[src/rtl/bus_dev_port.sv]
// rtl/bus_dev_port.sv - bus device port: FWFT TX queue to arbiter, address-filtered FWFT RX queue
module bus_dev_port #(
  parameter int         pckg_sz   = 16,
  parameter int         depth     = 8,
  parameter logic [7:0] id        = 8'd0,
  parameter logic [7:0] broadcast = 8'b1000_1111
) (
  input  logic                       clk,
  input  logic                       reset,
  input  logic                       wr_en,
  input  logic [pckg_sz-1:0]         wr_data,
  output logic                       tx_full,
  output logic [$clog2(depth):0]     tx_count,
  output logic                       pndng,
  input  logic                       pop,
  output logic [pckg_sz-1:0]         D_pop,
  input  logic                       push,
  input  logic [pckg_sz-1:0]         D_push,
  input  logic                       rx_rd,
  output logic [pckg_sz-1:0]         rx_data,
  output logic                       rx_valid,
  output logic                       ovf_tx,
  output logic                       udf_tx,
  output logic                       ovf_rx,
  output logic [7:0]                 misroute_cnt
);

  localparam int AW = $clog2(depth);
  localparam int CW = AW + 1;
  localparam logic [CW-1:0] DEPTH_C = CW'(depth);
  localparam logic [AW-1:0] PTR_ONE = AW'(1);
  localparam logic [CW-1:0] CNT_ONE = CW'(1);

  // Storage arrays (contents survive reset; only pointers/counts matter)
  logic [pckg_sz-1:0] tx_mem_q [depth];
  logic [pckg_sz-1:0] rx_mem_q [depth];

  // TX queue state
  logic [AW-1:0] tx_wr_ptr_q, tx_wr_ptr_d;
  logic [AW-1:0] tx_rd_ptr_q, tx_rd_ptr_d;
  logic [CW-1:0] tx_count_q,  tx_count_d;
  logic          ovf_tx_q,    ovf_tx_d;
  logic          udf_tx_q,    udf_tx_d;

  // RX queue state
  logic [AW-1:0] rx_wr_ptr_q, rx_wr_ptr_d;
  logic [AW-1:0] rx_rd_ptr_q, rx_rd_ptr_d;
  logic [CW-1:0] rx_count_q,  rx_count_d;
  logic          ovf_rx_q,    ovf_rx_d;
  logic [7:0]    misroute_cnt_q, misroute_cnt_d;

  // Qualified transfer strobes
  logic tx_empty, tx_full_w, tx_pop_ok, tx_wr_ok;
  logic rx_empty, rx_full_w, rx_rd_ok, rx_wr_ok, dest_match;

  // TX queue: accept writes unless full (a same-cycle pop frees a slot), flag misuse
  always_comb begin
    tx_empty    = (tx_count_q == '0);
    tx_full_w   = (tx_count_q == DEPTH_C);
    tx_pop_ok   = pop & ~tx_empty;
    tx_wr_ok    = wr_en & (~tx_full_w | tx_pop_ok);
    tx_wr_ptr_d = tx_wr_ptr_q;
    tx_rd_ptr_d = tx_rd_ptr_q;
    tx_count_d  = tx_count_q;
    ovf_tx_d    = ovf_tx_q;
    udf_tx_d    = udf_tx_q;
    if (tx_wr_ok) begin
      tx_wr_ptr_d = tx_wr_ptr_q + PTR_ONE;
    end
    if (tx_pop_ok) begin
      tx_rd_ptr_d = tx_rd_ptr_q + PTR_ONE;
    end
    case ({tx_wr_ok, tx_pop_ok})
      2'b10:   tx_count_d = tx_count_q + CNT_ONE;
      2'b01:   tx_count_d = tx_count_q - CNT_ONE;
      default: tx_count_d = tx_count_q;
    endcase
    if (wr_en && tx_full_w && !pop) begin
      ovf_tx_d = 1'b1;
    end
    if (pop && tx_empty) begin
      udf_tx_d = 1'b1;
    end
  end

  // RX queue: filter on destination byte, accept if room (a same-cycle read frees a slot)
  always_comb begin
    dest_match     = (D_push[pckg_sz-1 -: 8] == id) || (D_push[pckg_sz-1 -: 8] == broadcast);
    rx_empty       = (rx_count_q == '0);
    rx_full_w      = (rx_count_q == DEPTH_C);
    rx_rd_ok       = rx_rd & ~rx_empty;
    rx_wr_ok       = push & dest_match & (~rx_full_w | rx_rd_ok);
    rx_wr_ptr_d    = rx_wr_ptr_q;
    rx_rd_ptr_d    = rx_rd_ptr_q;
    rx_count_d     = rx_count_q;
    ovf_rx_d       = ovf_rx_q;
    misroute_cnt_d = misroute_cnt_q;
    if (rx_wr_ok) begin
      rx_wr_ptr_d = rx_wr_ptr_q + PTR_ONE;
    end
    if (rx_rd_ok) begin
      rx_rd_ptr_d = rx_rd_ptr_q + PTR_ONE;
    end
    case ({rx_wr_ok, rx_rd_ok})
      2'b10:   rx_count_d = rx_count_q + CNT_ONE;
      2'b01:   rx_count_d = rx_count_q - CNT_ONE;
      default: rx_count_d = rx_count_q;
    endcase
    if (push && dest_match && rx_full_w && !rx_rd_ok) begin
      ovf_rx_d = 1'b1;
    end
    if (push && !dest_match && (misroute_cnt_q != 8'hFF)) begin
      misroute_cnt_d = misroute_cnt_q + 8'd1;
    end
  end

  // Control state register with asynchronous active-low clear
  always_ff @(posedge clk or negedge reset) begin
    if (!reset) begin
      tx_wr_ptr_q    <= '0;
      tx_rd_ptr_q    <= '0;
      tx_count_q     <= '0;
      ovf_tx_q       <= 1'b0;
      udf_tx_q       <= 1'b0;
      rx_wr_ptr_q    <= '0;
      rx_rd_ptr_q    <= '0;
      rx_count_q     <= '0;
      ovf_rx_q       <= 1'b0;
      misroute_cnt_q <= '0;
    end else begin
      tx_wr_ptr_q    <= tx_wr_ptr_d;
      tx_rd_ptr_q    <= tx_rd_ptr_d;
      tx_count_q     <= tx_count_d;
      ovf_tx_q       <= ovf_tx_d;
      udf_tx_q       <= udf_tx_d;
      rx_wr_ptr_q    <= rx_wr_ptr_d;
      rx_rd_ptr_q    <= rx_rd_ptr_d;
      rx_count_q     <= rx_count_d;
      ovf_rx_q       <= ovf_rx_d;
      misroute_cnt_q <= misroute_cnt_d;
    end
  end

  // Packet storage writes at the tail slot of each queue
  always_ff @(posedge clk) begin
    if (tx_wr_ok) begin
      tx_mem_q[tx_wr_ptr_q] <= wr_data;
    end
    if (rx_wr_ok) begin
      rx_mem_q[rx_wr_ptr_q] <= D_push;
    end
  end

  // Fall-through heads are forced to zero when empty, so reset clears them at once
  assign pndng        = ~tx_empty;
  assign tx_full      = tx_full_w;
  assign tx_count     = tx_count_q;
  assign D_pop        = tx_empty ? '0 : tx_mem_q[tx_rd_ptr_q];
  assign rx_valid     = ~rx_empty;
  assign rx_data      = rx_empty ? '0 : rx_mem_q[rx_rd_ptr_q];
  assign ovf_tx       = ovf_tx_q;
  assign udf_tx       = udf_tx_q;
  assign ovf_rx       = ovf_rx_q;
  assign misroute_cnt = misroute_cnt_q;

endmodule

[config.mk]
export PLATFORM = sky130hd
export DESIGN_NAME = bus_dev_port
export DESIGN_NICKNAME = d
export VERILOG_FILES = /design/src/rtl/bus_dev_port.sv
export SDC_FILE = /design/constraint.sdc
export NUM_CORES = 1
export LEC_CHECK = 0
export CAP_MARGIN = 15
export CORE_ASPECT_RATIO = 1.2
export CORE_MARGIN = 3
export CORE_UTILIZATION = 42
export DETAILED_ROUTE_END_ITERATION = 12
export PLACE_DENSITY = 0.63
export RECOVER_POWER = 50
export SLEW_MARGIN = 25
export SYNTH_ARGS = -nofsm -noshare
export SYNTH_HDL_FRONTEND = slang
export SYNTH_SLANG_ARGS = --single-unit
[constraint.sdc]
create_clock -name clk -period 3.4 [get_ports clk]
set_input_delay 0.68 -clock clk [delete_from_list [all_inputs] [get_ports clk]]
set_output_delay 0.68 -clock clk [all_outputs]
set_load 0.05 [all_outputs]
==> After elaboration in Yosys (flattened, before gate mapping) <==
Memories as Yosys holds them, arrays and structs flattened.
Cells that the tools add are included.
{ "word_totals": {"regBits": 31, "latchBits": 0, "ram_bits": 256, "rom_bits": 0, "in_bits": 38, "elab_cells": 65, "memories": 2} }
{ "classes": {"add_sub_neg": 9, "multipliers": 0, "div_mod_pow": 0, "n_lt_le_gt_ge": 0, "n_eq_ne": 8, "n_shift": 0, "muxes": 8, "n_bitwise": 11, "reduce_logical": 17} }
{ "memory_table": {"columns": ["name", "depth", "word_bits", "read_ports", "rd_ports_with_merged_regs", "wr", "line_no", "source"], "rows": [
  ["rx_mem_q", 8, 16, 1, 0, 1, "36", "logic [pckg_sz-1:0] rx_mem_q [depth];"],
  ["tx_mem_q", 8, 16, 1, 0, 1, "35", "logic [pckg_sz-1:0] tx_mem_q [depth];"]
]} }
{ "ops": {"columns": ["op", "count"], "rows": [
  ["16-bit two-way mux", 2],
  ["4-bit case mux with 2 select lines", 2],
  ["3-bit by 1-bit adder with 3-bit output, second input constant", 4],
  ["4-bit by 1-bit adder with 4-bit output, second input constant", 2],
  ["8-bit by 1-bit adder with 8-bit output, second input constant", 1],
  ["4-bit == test, second input constant", 2],
  ["8-bit == test, second input constant", 1],
  ["1-bit logical AND", 8],
  ["4-bit zero test", 2],
  ["8-bit zero test", 1],
  ["8-bit != test, second input constant", 1],
  ["4-bit by 1-bit subtractor with 4-bit output, second input constant", 2],
  ["1-bit AND", 5],
  ["2-bit by 1-bit == test with 1-bit output, second input constant", 2],
  ["2-bit == test, second input constant", 2],
  ["1-bit two-way mux", 4],
  ["1-bit inverter", 4],
  ["2-bit nonzero test", 2],
  ["1-bit zero test", 3],
  ["1-bit OR", 2],
  ["1-bit logical OR", 1]
]} }

==> Logic depth before layout (Yosys ltp) <==
{ "depth": {"word_depth": 7, "mapped_depth": 11, "ltp_nobuf": 11} }

==> Worst setup path before layout <==
No wires, ideal clock.
{ "synth_timing": {"path_type": "input to register", "startpoint": "input D_push[8]", "endpoint": "memory rx_mem_q[0][0] (enable)", "setup_time_ns": 0.430, "t_arrival_ns": 3.205, "required_ns": 2.970, "path_slack_ns": -0.235, "cell_stages": 5, "path_cell_list": "nor4_2 -> mux2i_1 -> or3_1 -> buf_6 -> nor4_1"} }
{ "synth_between": {"elab_chain_cells": 6, "elab_cells_between_ends": 7} }
{ "synth_rtl": {"columns": ["element", "line_no", "source"], "rows": [
  ["start: declaration", "18", "input logic [pckg_sz-1:0] D_push,"],
  ["8-bit == test or 8-bit zero test (tied branches)", "88", "dest_match = (D_push[pckg_sz-1 -: 8] == id) || (D_push[pckg_sz-1 -: 8] == broadcast);"],
  ["1-bit logical OR (*)", "88", null],
  ["1-bit AND (*) (2 in series)", "92", "rx_wr_ok = push & dest_match & (~rx_full_w | rx_rd_ok);"],
  ["1-bit two-way mux (*)", "149", "if (rx_wr_ok) begin"],
  ["1-bit two-way mux (implied by the code) (*)", "150", "rx_mem_q[rx_wr_ptr_q] <= D_push;"],
  ["end: declaration", "36", null]
]} }
Mark *: on every way between the ends. The rest lies on a longest branch, timed or not.

==> Final worst setup path <==
{ "layout_timing": {"startpoint": "register rx_rd_ptr_q[0]", "endpoint": "output rx_data[8]"} }
{ "layout_between": {"elab_chain_cells": 2} }
{ "layout_rtl": {"columns": ["element", "line_no", "source"], "rows": [
  ["start: declaration", "47", "logic [AW-1:0] rx_rd_ptr_q, rx_rd_ptr_d;"],
  ["start signal: assignment", "137", "rx_rd_ptr_q <= rx_rd_ptr_d;"],
  ["memory read 8 x 16 bit", null, null],
  ["16-bit two-way mux", "160", "assign rx_data = rx_empty ? '0 : rx_mem_q[rx_rd_ptr_q];"],
  ["end: declaration", "20", "output logic [pckg_sz-1:0] rx_data,"]
]} }
Every way passes these cells.

==> results.md <==
- The run finished, with violations left.
- The final reports fail on max-capacitance violations, max-slew violations.
- After detailed routing, the number of vias per cell comes to between 5 and 6.
- The commonest register cell after synthesis is sky130_fd_sc_hd__edfxtp_1.
- By area the synthesized netlist is led by sky130_fd_sc_hd__edfxtp_1 67%, sky130_fd_sc_hd__mux4_2 13%, sky130_fd_sc_hd__dfrtp_1 6.8%.
- The number of setup buffers added after CTS is 0.
- The share of flip-flops with an asynchronous set or reset after synthesis is a little over a tenth.
- The first-pass GRT wire length is around 34000 microns.
- In the final layout, the multi-input gates occupy approximately 2800 sq um.
- Global routing finished with a remaining overflow of 0.
- The startpoint identified for the worst hold timing path is ovf_tx.
- On the final layout, the worst hold slack is around 0.46 ns.
- Counting tap cells, the placed design contains a total of a little over 1000 instances.
- The number of max-slew violations in the final report was 32.
- The final instance area is 13900 sq um.
- Once layout is complete, the cells apart from fillers number 1066.
- Sequential cells were found to cover 74.0% of the synthesized design area.
- Counting instances, the worst hold path has a depth of 1.
- The sequential cells in the finished layout cover a total of roughly 8500 sq um.
- The post-route minimum period is 3.23 ns.
- Summed over all instances, the cell type with the most area after synthesis is sky130_fd_sc_hd__edfxtp_1.
- Yosys mapped a number of flops with a built-in enable equal to ~260.
- The effective utilization at floorplan is 43.1%.
- The via count of the first global-routing pass is roughly 6100.
- After layout, the worst setup slack is roughly 0.17 ns.
- The later pin in the worst-skew pair is clocked with a latency of 0.54 ns.
- Derived from the worst setup path, the maximum achievable clock frequency is 0.309 GHz.
- In this run the critical register-to-register path is launched from rx_count_q[1].
- The number of input and output port buffers inserted is between 80 and 90.
- The half-perimeter wire length after detailed placement is 14100 microns.
- The worst endpoint required time is 2.72 ns.
- Each instance of the synthesized netlist takes up on average 19.8 sq um.
- After floorplanning, the core was sized to cover 26500 sq um.
- The die is around 160 microns wide.
- The class of the worst hold path is reg2reg.
- The number of antenna violations at the first check in global routing is 3.
- The count of pins on the block boundary is 88.
- The worst register-to-register path has a depth of 12.
- The die height is about 190 microns.
- For this block, the routed nets add up to roughly 22000 microns of wire.
- Counting distinct cell types in the post-synthesis netlist gives 42.
- The number of warning messages in the yosys log is 0.
- The aggregate negative setup slack is 0 ns.
- After synthesis the netlist holds a flip-flop and latch count of approximately 290.
- The netlist area before placement is approximately 11000 sq um.
- The number of hold-slack violations in the final timing report came to 0.
- The detailed-routing iteration count for the pre-antenna-repair pass is 4.
- Counting along the longest clock path gives a buffer depth of 3.
- The initialized floorplan defines 65 standard-cell rows.
- The worst hold path endpoint is ovf_tx.
- CTS saw approximately 290 sinks.
- The final critical path takes up a little over nine tenths of the cycle.
- In this run, the number of DRC markers left after iteration 0 of detailed routing was 348.
- The reg2reg setup slack is 0.71 ns.
- The standard cell area after detailed placement is between 10000 and 15000 sq um.
- The die footprint is between 20000 and 30000 sq um.
- Headroom to the max-slew limit came out at -11.4%.
- The data arrival time of the critical path is 2.55 ns.
- IR analysis of the VDD net gives a maximum drop of slightly below 800 uV.
- The type of destination of the critical path is an output pin.
- Clock-pin slew was measured on the worst setup and hold paths at roughly 0.06 ns.
- Summing over every cut layer, the via total after detailed routing is approximately 5600.
- After detailed routing, the average wire length per cell comes to between 20 and 25 microns.
- The maximum number of pins on one net before global-route repair is 35.
- The post-route antenna net violation count is 0.
- The final count of negative-setup-slack endpoints is 0.
- The H-tree depth is 1.
- The overall global routing resource usage is ~15%.
- The start-to-end type of the worst setup path is reg2out.
- The post-synthesis net count is 626.
- The growth of design area from synthesis to finish is 21.8%.
- Setup repair after global routing left no endpoint under its margin.
- The gate count of the mapped netlist is 577.
- The filler cell count is roughly 2100.
- The maximum fanout count along the critical path is 14.
- The TritonCTS clock tree is done.
- The residual DRC count is 0.
- For the pin with the worst max-slew slack, the measured transition is 1.67 ns.
- The number of cells upsized or downsized after cts is 0.
- Prior to clock tree synthesis, the placed netlist has a worst setup slack of ~0.25 ns.
- Of the cells placed in the final design, the portion with a size suffix greater than 1 is between 20% and 30%.
- The number of buffers created by CTS is 29.
- The type of origin of the critical path is a register.
- The area share of the leading cell type in the synthesized netlist is between 60% and 70%.
- The ratio of total power to cell area is 920 nW/um^2.
- The total of max-cap violations is 1.
- Buffers inserted to repair hold after CTS numbered 0.
- The final layout net count is 760.
- The clock arrives with 0.00955 ns of skew.
- The tree is rooted in a sky130_fd_sc_hd__clkbuf_16.
- The analysis attributes to cell leakage a power of between 0.004 and 0.005 uW.
- At the end of routability-driven placement, the weighted congestion stood at roughly 0.73.
- The destination of the worst register-to-register timing path is rx_count_q[3].
[metal layers]
metal	track usage [%]	wire length (microns)
met4	3.47	332
met5	0	21
met3	2.60	827
met2	28.0	12300
met1	18.2	8680
[synthesized netlist by cell type (3+ instances only)]
cell type                  count
sky130_fd_sc_hd__a21o_1        6
sky130_fd_sc_hd__buf_1         3
sky130_fd_sc_hd__buf_2         7
sky130_fd_sc_hd__clkbuf_1     12
sky130_fd_sc_hd__dfrtp_1      31
sky130_fd_sc_hd__edfxtp_1    256
sky130_fd_sc_hd__ha_1          9
sky130_fd_sc_hd__inv_1         9
sky130_fd_sc_hd__mux2_2        4
sky130_fd_sc_hd__mux2i_1      35
sky130_fd_sc_hd__mux4_2       64
sky130_fd_sc_hd__nand2_1      20
sky130_fd_sc_hd__nand2b_1      7
sky130_fd_sc_hd__nor2_1       48
sky130_fd_sc_hd__nor3_1       11
sky130_fd_sc_hd__xnor2_1      11
sky130_fd_sc_hd__xor2_1        9
[where the power goes]
group	total (uW)	switching [uW]	leakage [uW]	internal, uW
Sequential	4580	336	0.00269	4250
Clock	3310	1250	0.000488	2060
Combinational	4910	2980	0.00166	1930
[worst max path at each step]
stage	start	endpoint	slack, ns	cells after the start
5_1_grt	rx_rd_ptr_q[0]	rx_data[8]	0.03	5
3_3_place_gp	D_push[11]	rx_mem_q[6][9]	0.31	6
4_1_cts	rx_rd_ptr_q[0]	rx_data[8]	0.11	5
6_report	rx_rd_ptr_q[0]	rx_data[8]	0.17	5
3_5_place_dp	D_push[10]	rx_mem_q[4][11]	0.25	6
2_1_floorplan	D_push[8]	rx_mem_q[4][0]	0.19	5
[registers in the layout (all words and copies together), names as in the netlist, 3 cells and up]
| register | count |
|---|---|
| misroute_cnt | 8 |
| rx_count_q | 4 |
| rx_mem_q | 128 |
| rx_rd_ptr_q | 3 |
| rx_wr_ptr_q | 3 |
| tx_count | 4 |
| tx_mem_q | 128 |
| tx_rd_ptr_q | 3 |
| tx_wr_ptr_q | 3 |
[final cells by class]
type / count / area share (%)
Tap cell: 335 / 3.01
Clock buffer: 35 / 5.52
Inverter: 11 / 0.297
Clock inverter: 15 / 1.73
Multi-Input combinational cell: 256 / 20.4
Timing Repair Buffer: 126 / 8.24
Sequential cell: 287 / 60.8
Antenna cell: 1 / 0.0180
[worst max-delay path: stages, from the launching register on]
cell and delay [ns]:
sky130_fd_sc_hd__dfrtp_2 0.69, sky130_fd_sc_hd__buf_4 0.28, sky130_fd_sc_hd__mux4_2 0.52, sky130_fd_sc_hd__mux2i_1 0.23, sky130_fd_sc_hd__nor2_1 0.09, sky130_fd_sc_hd__buf_4 0.20
[placed cells by master, fill, tap and decap left out, types with 3 or more instances in the layout]
cell,instances
sky130_fd_sc_hd__edfxtp_1,256
sky130_fd_sc_hd__ha_1,9
sky130_fd_sc_hd__clkbuf_1,17
sky130_fd_sc_hd__nor2_1,48
sky130_fd_sc_hd__xor2_1,9
sky130_fd_sc_hd__nor3_1,5
sky130_fd_sc_hd__dfrtp_1,29
sky130_fd_sc_hd__clkbuf_16,29
sky130_fd_sc_hd__mux4_2,64
sky130_fd_sc_hd__nand2_1,21
sky130_fd_sc_hd__mux2i_1,35
sky130_fd_sc_hd__nor3_2,6
sky130_fd_sc_hd__buf_4,49
sky130_fd_sc_hd__nor4_1,3
sky130_fd_sc_hd__xnor2_1,11
sky130_fd_sc_hd__inv_1,10
sky130_fd_sc_hd__a21o_1,6
sky130_fd_sc_hd__clkdlybuf4s50_1,21
sky130_fd_sc_hd__dlygate4sd3_1,34
sky130_fd_sc_hd__bufinv_16,6
sky130_fd_sc_hd__nand2b_1,7
sky130_fd_sc_hd__mux2_2,4
sky130_fd_sc_hd__buf_12,9
sky130_fd_sc_hd__clkinv_2,3
[metrics by stage]
step / power (uW) / utilization, %
floorplan: 8130 / -
global placement: 9610 / 49.0
detailed placement: 9700 / 49.0
CTS: 13000 / 52.8
global route: 13400 / 52.5
finish: 12800 / 52.5
[logic make-up after synthesis]
| kind of cell | synth area share, % |
|---|---|
| AOI/OAI and AO/OA | 1.11 |
| xor gates and xnor gates | 1.53 |
| adders and majority gates | 1.34 |
| buffers and inverters | 1.26 |
| DFF | 74.0 |
| muxes | 16.2 |
| and+or+nand+nor | 4.52 |
No activity file was read; power rests on OpenSTA's default activity.
==> patch 1 (config.mk and constraints unchanged) <==
One comparison of `rx_count_q` changes from == to >=.
--- a/src/rtl/bus_dev_port.sv
+++ b/src/rtl/bus_dev_port.sv
@@ -87,7 +87,7 @@
   always_comb begin
     dest_match     = (D_push[pckg_sz-1 -: 8] == id) || (D_push[pckg_sz-1 -: 8] == broadcast);
     rx_empty       = (rx_count_q == '0);
-    rx_full_w      = (rx_count_q == DEPTH_C);
+    rx_full_w      = (rx_count_q >= DEPTH_C);
     rx_rd_ok       = rx_rd & ~rx_empty;
     rx_wr_ok       = push & dest_match & (~rx_full_w | rx_rd_ok);
     rx_wr_ptr_d    = rx_wr_ptr_q;
Function: no difference found for any inputs over 4 cycles, from zero or initial values and one cycle with reset low; that may be too few to reach the edited logic, so the function may still have changed.
==> patch 1 against the original RTL <==
The run still ends with max-capacitance violations, max-slew violations left. Routed wire length down 1.3%. Sequential cell count is the same. Total power down 1.3%. Clock power down 6.0%. Global-route usage hardly changed. Setup slack improved by 0.11 ns. Area after synthesis is essentially flat. Critical path depth unchanged. Maximum frequency rose by 3.4%. Final area shrank 0.61%. Die area about the same.
==> patch 1: results (changes against the original RTL) <==
| Metric | Value |
|---|---|
| Synth cell types | `46 (+9.5%)` |
| Clock Skew | `0.01101 ns (+0.001455 ns)` |
| Clock network power share | `24.6% (-1.2 points)` |
| Sw Share | `36.19% (+0.52 points)` |
| Post-synthesis sequential area ratio | `73.99% (about the same)` |
| Crit path max fanout | `25 (+11)` |
| DRT Wirelength | `21,860 microns (-1.3%)` |
| Layout clock area frac | `6.837% (-0.41 points)` |
| Worst-case vdd ir drop | `0.0006732 V (-13%)` |
| Worst Path Arrival | `2.45 ns (-0.10 ns)` |
| Multi-input gates | `253 (-1.2%)` |
| Clkbuf count | `36 (+2.9%)` |
| # fillers | `2,121 (-0.047%)` |
| Worst Tran Pin Value | `1.805 ns (+0.1349 ns)` |
| P per Cell Area | `913.2 nW/um^2 (-0.72%)` |
| Synth top area cells | `edfxtp_1 (67%), mux4_2 (13%), dfrtp_1 (6.8%), mux2i_1 (3.1%), nor2_1 (1.6%)` |
| Reg2reg setup slack | `0.69 ns (-0.02 ns)` |
| Status | `finished with violations` |
| Leak | `4.823 nW (-0.18%)` |
| Detailed Place HPWL | `14,040 microns (about the same)` |
| Gate power share | `39.4% (+1.0 points)` |
| First-pass GRT wire length | `34,550 microns (+0.40%)` |
| Total global-route track usage | `15.14% (+0.041 points)` |
| GP Congestion | `0.7643 (+4.9%)` |
| Failing checks | `max-capacitance violations, max-slew violations` |
| Non-CTS buffers | `130 (+3.2%)` |
| Worst reg2reg startpoint | `tx_count[2]` |
| Inverters | `10 (-1)` |
| Fraction of layout cells with a size suffix above 1 | `25.96% (+0.34 points)` |
| Max Cap Viol | `1 (unchanged)` |
| Slew Limit Fails | `32 (unchanged)` |
| Critical R2R Capture | `tx_count[3]` |
| Number of buffers created by CTS | `28 (-3.4%)` |
| Fin nets | `759 (-0.13%)` |
## patch 1: cell count changes in the layout (fill, tap and decap cells not counted), moves of 4 or more
cell	delta
nand2_1	-10
buf_4	+13
xor2_1	-5
buf_12	-4
## patch 1: logic make-up after synthesis
family | after synthesis | share of synthesized area, %
flops | 287 | 73.99
fa+ha+maj | 11 | 1.335
buf+inv | 33 | 1.236
mux | 107 | 16.54
simple gates | 94 | 4.157
xor+xnor | 18 | 1.378
compound gates | 23 | 1.367
## patch 1: routing by layer
metal	GRT usage, %	share of wire (%)
met3	2.621	4.6
met4	4.917	2.9
met2	26.82	53
met1	18.77	39
met5	0	0
## patch 1: stage by stage
step / instances / utilization, % / setup WS (ns) / cell area, sq um / hold slack (ns)
detailed placement: 1015 / 48.70 / 0.2410 / 12950 / 0.4433
global route: 1067 / 52.01 / 0.1030 / 13830 / 0.4726
CTS: 1067 / 52.26 / 0.2108 / 13900 / 0.4640
global placement: 1015 / 48.70 / 0.2638 / 12950 / 0.4447
floorplan: 573 / - / 0.3950 / 11450 / 0.3844
finish: 1068 / 52.02 / 0.2730 / 13830 / 0.4595
## patch 1: worst max path at each step
stage                         from              to  slack, ns  depth (start not counted)
global placement         D_push[8]   rx_count_q[3]       0.26                          9
finish              rx_rd_ptr_q[0]      rx_data[1]       0.27                          5
detailed placement      D_push[10]   rx_count_q[3]       0.24                          9
CTS                 rx_rd_ptr_q[0]      rx_data[1]       0.21                          5
global route        rx_rd_ptr_q[0]      rx_data[1]       0.10                          5
floorplan                D_push[8]  rx_mem_q[7][0]       0.39                          6
## patch 1: critical path: stages (launching register included)
cell and delay [ns]:
dfrtp_2 0.58, buf_12 0.28, mux4_2 0.54, mux2i_1 0.23, nor2_1 0.08, buf_4 0.19
==> patch 2 (config.mk and constraints unchanged) <==
Made on the original files. Set the parameter `pckg_sz` to 17 (it was 16).
--- a/src/rtl/bus_dev_port.sv
+++ b/src/rtl/bus_dev_port.sv
@@ -1,6 +1,6 @@
 // rtl/bus_dev_port.sv - bus device port: FWFT TX queue to arbiter, address-filtered FWFT RX queue
 module bus_dev_port #(
-  parameter int         pckg_sz   = 16,
+  parameter int         pckg_sz   = 17,
   parameter int         depth     = 8,
   parameter logic [7:0] id        = 8'd0,
   parameter logic [7:0] broadcast = 8'b1000_1111
Interface: changed (resized D_pop, D_push, rx_data and wr_data); port bits go from 88 to 92. No check against the original RTL was run, so the function may have changed too.
==> patch 2 against the original RTL <==
The run still ends with max-capacitance violations, max-slew violations left. Area after synthesis increased by 5.2%. Non-clock buffer count stayed put. Setup slack better by 0.11 ns. Via count is 5.2% higher. Routed wire length up 7.6%. Register-to-register slack improved by 0.18 ns. Total power increased by 4.0%. Sequential power rose by 3%. Sequential cell count grew 16. Count of clock-buffer cells in the layout is 3 higher. Final area rose by 5.3%. First-iteration DRC count increased by 14%. Cell count up 7.0%. Critical endpoint is now D_pop[4]. Largest cell class unchanged. Largest power group unchanged.
==> patch 2: results (changes against the original RTL) <==
| Metric | Value |
|---|---|
| Int Power | `0.008517 W (+3.4%)` |
| Initial antenna violation count | `2 (-1)` |
| Clock group | `0.00311 W (-6.0%)` |
| Worst Tran Pin Value | `1.738 ns (+0.06768 ns)` |
| Failing checks | `max-capacitance violations, max-slew violations` |
| Worst Path Arrival | `2.45 ns (-0.10 ns)` |
| Slew Limit Fails | `32 (unchanged)` |
| Fraction of layout cells with a size suffix above 1 | `25.13% (-0.48 points)` |
| Worst-case vdd ir drop | `0.0007189 V (-6.7%)` |
| Multiplexer share of the synthesized area | `16.32% (+0.12 points)` |
| Synth cell types | `41 (-2.4%)` |
| Number of buffers created by CTS | `29 (unchanged)` |
| Status | `finished with violations` |
| 1st-iter DRT viols | `398 (+14%)` |
| Compound-Gate Fraction of Synth Area | `1.061% (-0.044 points)` |
| DP Worst Slack | `0.1510 ns (-0.09494 ns)` |
| Sw Share | `36.06% (+0.39 points)` |
| DRT Wirelength | `23,820 microns (+7.6%)` |
| Vias in the first global route | `6,418 (+4.9%)` |
| Syn nets | `653 (+4.3%)` |
| Top post-synthesis cells by count | `edfxtp_1 (272), mux4_2 (68), nor2_1 (47), mux2i_1 (36), dfrtp_1 (31)` |
| Synth top area cells | `edfxtp_1 (68%), mux4_2 (13%), dfrtp_1 (6.5%), mux2i_1 (3.0%), nor2_1 (1.5%)` |
| Initial Util | `42.82% (-0.29 points)` |
| Cells after synthesis | `602 (+4.3%)` |
| DP Area | `13,780 sq um (+6.1%)` |
| First-pass GRT wire length | `36,720 microns (+6.7%)` |
| Routed vias/inst | `5.194 (-1.7%)` |
| GP Congestion | `0.7378 (+1.3%)` |
| Total global-route track usage | `15.59% (+0.50 points)` |
| Clock Skew | `0.006845 ns (-0.002706 ns)` |
| Leak | `5.051 nW (+4.5%)` |
| Detailed Place HPWL | `14,510 microns (+3.2%)` |
| Ys async rst share | `10.23% (-0.57 points)` |
| Fin nets | `788 (+3.7%)` |
| Crit path max fanout | `28 (+14)` |
| Synthesized-area fraction occupied by xor and xnor cells | `1.457% (-0.076 points)` |
| Adder-cell share of the synthesized area | `1.269% (-0.066 points)` |
| Non-Filler Instances | `1,141 (+7.0%)` |
| P_seq | `0.00473 W (+3%)` |
| Number of synthesized flops with an enable pin | `272 (+6.3%)` |
| Largest net degree at the start of global routing | `37 (+5.7%)` |
| Max Cap Viol | `1 (unchanged)` |
| Hold crit path type | `flop to flop` |
[patch 2: changes by cell type in the layout (fill, tap and decap cells not counted), sizes merged, moves of 3 or more]
cell | before | now
edfxtp | 256 | 272
clkinv | 6 | 13
nand2 | 21 | 26
bufinv | 6 | 2
mux4 | 64 | 68
inv | 12 | 9
nand4 | 2 | 5
[patch 2: worst paths after layout]
kind | from | end | slack, ns | cells past startpoint
worst min-delay path | ovf_tx | ovf_tx | 0.47 | 1
max in group asynchronous | reset | rx_rd_ptr_q[0] | 1.12 | 2
worst max-delay path | tx_rd_ptr_q[0] | D_pop[4] | 0.27 | 5
min in group asynchronous | reset | udf_tx | 1.15 | 2
worst min register to register | ovf_tx | ovf_tx | 0.47 | 1
worst max register to register | rx_count_q[1] | rx_count_q[3] | 0.89 | 11
[patch 2: layout make-up]
cell class	count	area, sq um
fillers	2233	13430
flip-flops and latches	303	8946
multi-input cells	268	2957
repair buffers	126	1292
clock buffers	38	809.5
well taps	379	474.2
clock inverters	16	133.9
inverters	9	33.78
diodes	2	5.005
[patch 2: kinds of logic after synthesis]
logic type,after synthesis
adders and majority gates,11
muxes,109
AOI/OAI and AO/OA,18
xor gates and xnor gates,20
DFF,303
buffers and inverters,31
and+or+nand+nor,110
[patch 2: per-layer routing]
layer | wire, microns | share of wire (%) | GRT usage, % | vias up
li1 | - | - | - | 2679
met1 | 9097 | 38 | 18.47 | 3058
met2 | 13070 | 55 | 29.49 | 149
met3 | 1179 | 4.9 | 2.731 | 40
met4 | 476 | 2.0 | 3.673 | 0
met5 | 0 | 0 | 0 | -
[patch 2: critical path: stages, from the launching register on]
cell and delay [ns]:
dfrtp_2 0.55, buf_12 0.29, mux4_2 0.55, mux2i_1 0.21, nor2_1 0.09, buf_4 0.20
